[src/rtl/decode_byte_queue.sv]
// rtl/decode_byte_queue.sv - circular byte queue between instruction fetch and the x86 decoder
// Fetch pushes up to FETCH_BYTES per cycle; decoder sees the oldest WINDOW bytes and retires by length.
module decode_byte_queue #(
  parameter int DEPTH       = 32,
  parameter int FETCH_BYTES = 4,
  parameter int WINDOW      = 16
) (
  input  logic                             i_clk,
  input  logic                             i_rst_n,
  input  logic                             i_flush,
  input  logic                             i_fetch_valid,
  output logic                             o_fetch_ready,
  input  logic [8*FETCH_BYTES-1:0]         i_fetch_data,
  input  logic [$clog2(FETCH_BYTES+1)-1:0] i_fetch_count,
  output logic                             o_window_valid,
  output logic [8*WINDOW-1:0]              o_window,
  output logic [$clog2(WINDOW+1)-1:0]      o_window_count,
  input  logic                             i_consume_valid,
  input  logic [4:0]                       i_consume_len,
  output logic                             o_consume_error,
  output logic [$clog2(DEPTH+1)-1:0]       o_level
);

  localparam int PW  = $clog2(DEPTH);
  localparam int LW  = $clog2(DEPTH+1);
  localparam int CW  = $clog2(WINDOW+1);
  localparam int FCW = $clog2(FETCH_BYTES+1);
  localparam int EW  = (CW > 5) ? CW : 5;

  logic [7:0]    mem [DEPTH];
  logic [PW-1:0] rd_ptr;
  logic [PW-1:0] wr_ptr;
  logic [LW-1:0] level;
  logic          consume_error;

  logic [CW-1:0]  window_count;
  logic           push_fire;
  logic [FCW-1:0] push_n;
  logic           consume_ok;
  logic [LW-1:0]  pop_n;

  // Everything below is a function of registered state; consume inputs never reach ready.
  assign window_count   = (level >= LW'(WINDOW)) ? CW'(WINDOW) : CW'(level);
  assign o_fetch_ready  = (LW'(DEPTH) - level) >= LW'(FETCH_BYTES);
  assign o_window_valid = (level != '0);
  assign o_window_count = window_count;
  assign o_level        = level;
  assign o_consume_error = consume_error;

  assign push_fire = i_fetch_valid && o_fetch_ready && !i_flush;
  assign push_n    = !push_fire ? '0 :
                     (i_fetch_count > FCW'(FETCH_BYTES)) ? FCW'(FETCH_BYTES) : i_fetch_count;

  // Legality uses the pre-cycle window, so same-cycle pushed bytes are never consumable.
  assign consume_ok = i_consume_valid && (i_consume_len != 5'd0) && (i_consume_len <= 5'd15) &&
                      (EW'(i_consume_len) <= EW'(window_count));
  assign pop_n      = (consume_ok && !i_flush) ? LW'(i_consume_len) : '0;

  always_comb begin
    o_window = '0;
    for (int k = 0; k < WINDOW; k++) begin
      if (CW'(k) < window_count)
        o_window[8*k +: 8] = mem[rd_ptr + PW'(k)];
    end
  end

  always_ff @(posedge i_clk) begin
    for (int k = 0; k < FETCH_BYTES; k++) begin
      if (k < int'(push_n))
        mem[wr_ptr + PW'(k)] <= i_fetch_data[8*k +: 8];
    end
  end

  always_ff @(posedge i_clk or negedge i_rst_n) begin
    if (!i_rst_n) begin
      rd_ptr        <= '0;
      wr_ptr        <= '0;
      level         <= '0;
      consume_error <= 1'b0;
    end else if (i_flush) begin
      rd_ptr        <= '0;
      wr_ptr        <= '0;
      level         <= '0;
      consume_error <= 1'b0;
    end else begin
      wr_ptr        <= wr_ptr + PW'(push_n);
      rd_ptr        <= rd_ptr + PW'(pop_n);
      level         <= level + LW'(push_n) - pop_n;
      consume_error <= i_consume_valid && !consume_ok;
    end
  end

endmodule

[config.mk]
export PLATFORM = sky130hd
export DESIGN_NAME = decode_byte_queue
export DESIGN_NICKNAME = d
export VERILOG_FILES = /design/src/rtl/decode_byte_queue.sv
export SDC_FILE = /design/constraint.sdc
export NUM_CORES = 2
export LEC_CHECK = 0
export CORE_MARGIN = 2
export CORE_UTILIZATION = 35
export DETAILED_ROUTE_END_ITERATION = 10
export PLACE_DENSITY_LB_ADDON = 0.1
export SETUP_SLACK_MARGIN = 0.4
export SYNTH_ARGS = -nofsm -noshare
export SYNTH_HDL_FRONTEND = slang
export SYNTH_SLANG_ARGS = --single-unit
export TNS_END_PERCENT = 10
[constraint.sdc]
create_clock -name i_clk -period 15.3 [get_ports i_clk]
set_clock_uncertainty 0.05 [all_clocks]
set_input_delay 3.06 -clock i_clk [delete_from_list [all_inputs] [get_ports i_clk]]
set_output_delay 3.06 -clock i_clk [all_outputs]
set_load 0.05 [all_outputs]
==> impl_metrics.env <==
export IMPL_synth_top_area_share_pct=26.0
export IMPL_drive_gt1_share_pct=19.8
export IMPL_antenna_found_initial=10
export IMPL_syn_to_final_growth_pct=11.8
export IMPL_hold_viol=0
export IMPL_vias=32400
export IMPL_rr_worst_depth=16
export IMPL_post_cts_setup_buffers=0
export IMPL_powerDensity_mw_per_mm2=117
export IMPL_ys_seq_area_share_pct=25.4
export IMPL_min_delay_path_depth=2
export IMPL_synth_cell_type_count=80
export IMPL_final_antenna_net_count=0
export IMPL_slew_headroom_pct=9.18
export IMPL_drt_pre_antenna_iters=9
export IMPL_hold_ws_ns=0.604
export IMPL_yosysWarnings=0
export IMPL_htreeDepth=2
export IMPL_status="completed"
export IMPL_synthFlopType="edfxtp_1"
export IMPL_gp_congestion=1.03
export IMPL_max_cap_viol_count=0
export IMPL_final_setup_tns_ns=0
export IMPL_critical_path_required_ns=12.19
export IMPL_postCtsHoldBufs=0
export IMPL_dp_hpwl_mm=143
export IMPL_grt_overflow_total=0
export IMPL_wl_per_cell_um=43.3
export IMPL_power_leakage_nw=11.2
export IMPL_start_kind="flip-flop"
export IMPL_final_period_utilization_pct=59.4
export IMPL_synth_async_reset_ratio_pct=6.23
export IMPL_grt_max_degree=67
export IMPL_synth_area_mm2=0.0320
export IMPL_critPathKind="flip-flop to primary output"
export IMPL_synthCells=3243
export IMPL_ys_seq_elements=273
export IMPL_cts_resized=0
export IMPL_dieArea_mm2=0.0937
export IMPL_vdd_drop_max_mv=0.0945
export IMPL_synth_nets=3327
export IMPL_synth_edff_count=256
export IMPL_core_area_mm2=0.0903
export IMPL_wirelength_mm=190
export IMPL_power_mw=4.19
export IMPL_finalMaxSlewViolations=0
export IMPL_synth_commonest_cells="nand2_1, mux4_2, edfxtp_1"
export IMPL_yosys_cell_count_top_type="nand2_1"
export IMPL_rows=110
export IMPL_crit_path_max_fanout=58
export IMPL_viasPerCell=7.37
export IMPL_nNetsFinal=3275
export IMPL_cts_max_path_buffers=3
export IMPL_synth_top_cell_by_area="mux4_2"
export IMPL_root_buffer="clkbuf_16"
export IMPL_rsz0062_at_grt="no"
export IMPL_grt_first_pass_wirelength_mm=254
export IMPL_synth_area_leaders="mux4_2, edfxtp_1, nand2_1"
export IMPL_fp_dieH_um=306
export IMPL_hold_class="flip-flop to flip-flop"
export IMPL_initial_core_util_pct=35.4
export IMPL_clk_latency_ns=0.59
export IMPL_fmax_mhz=110
export IMPL_grt_pass1_vias=29000
export IMPL_drc=0
export IMPL_cts_tree="done"
export IMPL_avgSynthCellArea_um2=9.85
export IMPL_setup_viol=0
export IMPL_finalCriticalPeriod_ns=9.08
export IMPL_path_clk_slew_ns=0.06
export IMPL_ioPinCount=187
export IMPL_cts_sinks=273
export IMPL_cts_buffers=36
export IMPL_tightestPinTransition_ns=1.36
export IMPL_track_usage_pct=39.5
export IMPL_cp_end_kind="primary output"
export IMPL_arrival_ns=5.97
export IMPL_dieWidth_um=306
export IMPL_first_iter_violations=5902
export IMPL_place_port_buffers=186
-- critical path: stages, from the launching register on --
cell,delay [ns]
dfrtp_4,0.99
inv_1,0.33
ha_4,0.80
buf_4,0.84
mux4_2,0.44
nand2_1,0.07
nand2_1,0.12
nor2_1,0.06
a311o_1,0.33
a21oi_1,0.40
clkdlybuf4s50_1,0.89
-- path summary, 6_finish.rpt --
path	from	end	slack, ns
setup / recovery	rd_ptr[1]$_DFF_PN0_	o_window[126]	6.22
hold / removal	rd_ptr[4]$_DFF_PN0_	rd_ptr[4]$_DFF_PN0_	0.60
setup reg to reg	o_level[3]$_DFF_PN0_	o_level[5]$_DFF_PN0_	10.44
hold reg to reg	rd_ptr[4]$_DFF_PN0_	rd_ptr[4]$_DFF_PN0_	0.60
max in group asynchronous	i_rst_n	rd_ptr[1]$_DFF_PN0_	12.06
min in group asynchronous	i_rst_n	o_level[0]$_DFF_PN0_	2.82
-- state kept, by name (all words and copies together) (netlist names) --
name and count:
wr_ptr 5, mem 256, o_consume_error 1, o_level 6
rd_ptr 5
-- report_power, final --
part           leakage [nW]  switching (mW)  total (mW)  internal, mW
sequential             2.53          0.0494       0.889         0.840
clock                 0.543           0.365       0.854         0.489
combinational          8.12            1.64        2.45         0.809
-- logic make-up (layout without fill, tap and decap cells) --
group / after synthesis / in the layout / synth area share, %
muxes: 561 / 561 / 32.3
AOI/OAI and AO/OA: 985 / 985 / 21.2
other: 1 / 6 / 0.0117
xor gates and xnor gates: 45 / 45 / 1.26
DFF: 273 / 273 / 25.4
buffers and inverters: 407 / 381 / 5.36
adders and majority gates: 39 / 39 / 1.64
and+or+nand+nor: 932 / 932 / 12.8
-- through the flow --
step | cells | cell area, um2 | util, % | setup WS (ns)
after floorplan | 3243 | 32000 | - | 7.94
after CTS | 4393 | 35700 | 39.6 | 6.26
final | 4398 | 35700 | 39.6 | 6.22
after global placement | 4329 | 34600 | 38.3 | 6.91
after global routing | 4393 | 35700 | 39.6 | 5.99
after detailed placement | 4329 | 34600 | 38.3 | 6.88
-- metal layers --
| layer | vias to the layer above | track usage [%] | wire length (um) |
|---|---|---|---|
| met5 | - | 0 | 63 |
| met4 | 8 | 22.3 | 13400 |
| met3 | 480 | 11.7 | 25200 |
| met2 | 2738 | 57.5 | 79900 |
| met1 | 16300 | 52.3 | 71700 |
| li1 | 12800 | - | - |
-- cell type report --
type	instances	area [um2]
multi-input combinational	2563	22300
antenna	5	12.5
inverter	52	195
tap	1176	1470
sequential	273	8120
clock buffer	42	923
fill	8759	54500
clock inverter	22	228
timing repair buffer	265	2450
-- cell usage in the layout, fill, tap and decap left out, types with 44 or more instances in the layout --
master           instances
a21oi_1                150
mux2i_1                127
buf_4                   79
o32ai_1                 44
mux2_2                  64
mux4_2                 369
nor2_1                 245
inv_1                   47
nand2_1                463
o22ai_1                 75
a22o_1                  80
clkdlybuf4s50_1        186
a221oi_1               141
edfxtp_1               256
a22oi_1                 67
o21ai_0                195
o31ai_1                 94
Note: power is estimated with default switching activity, not from simulation.
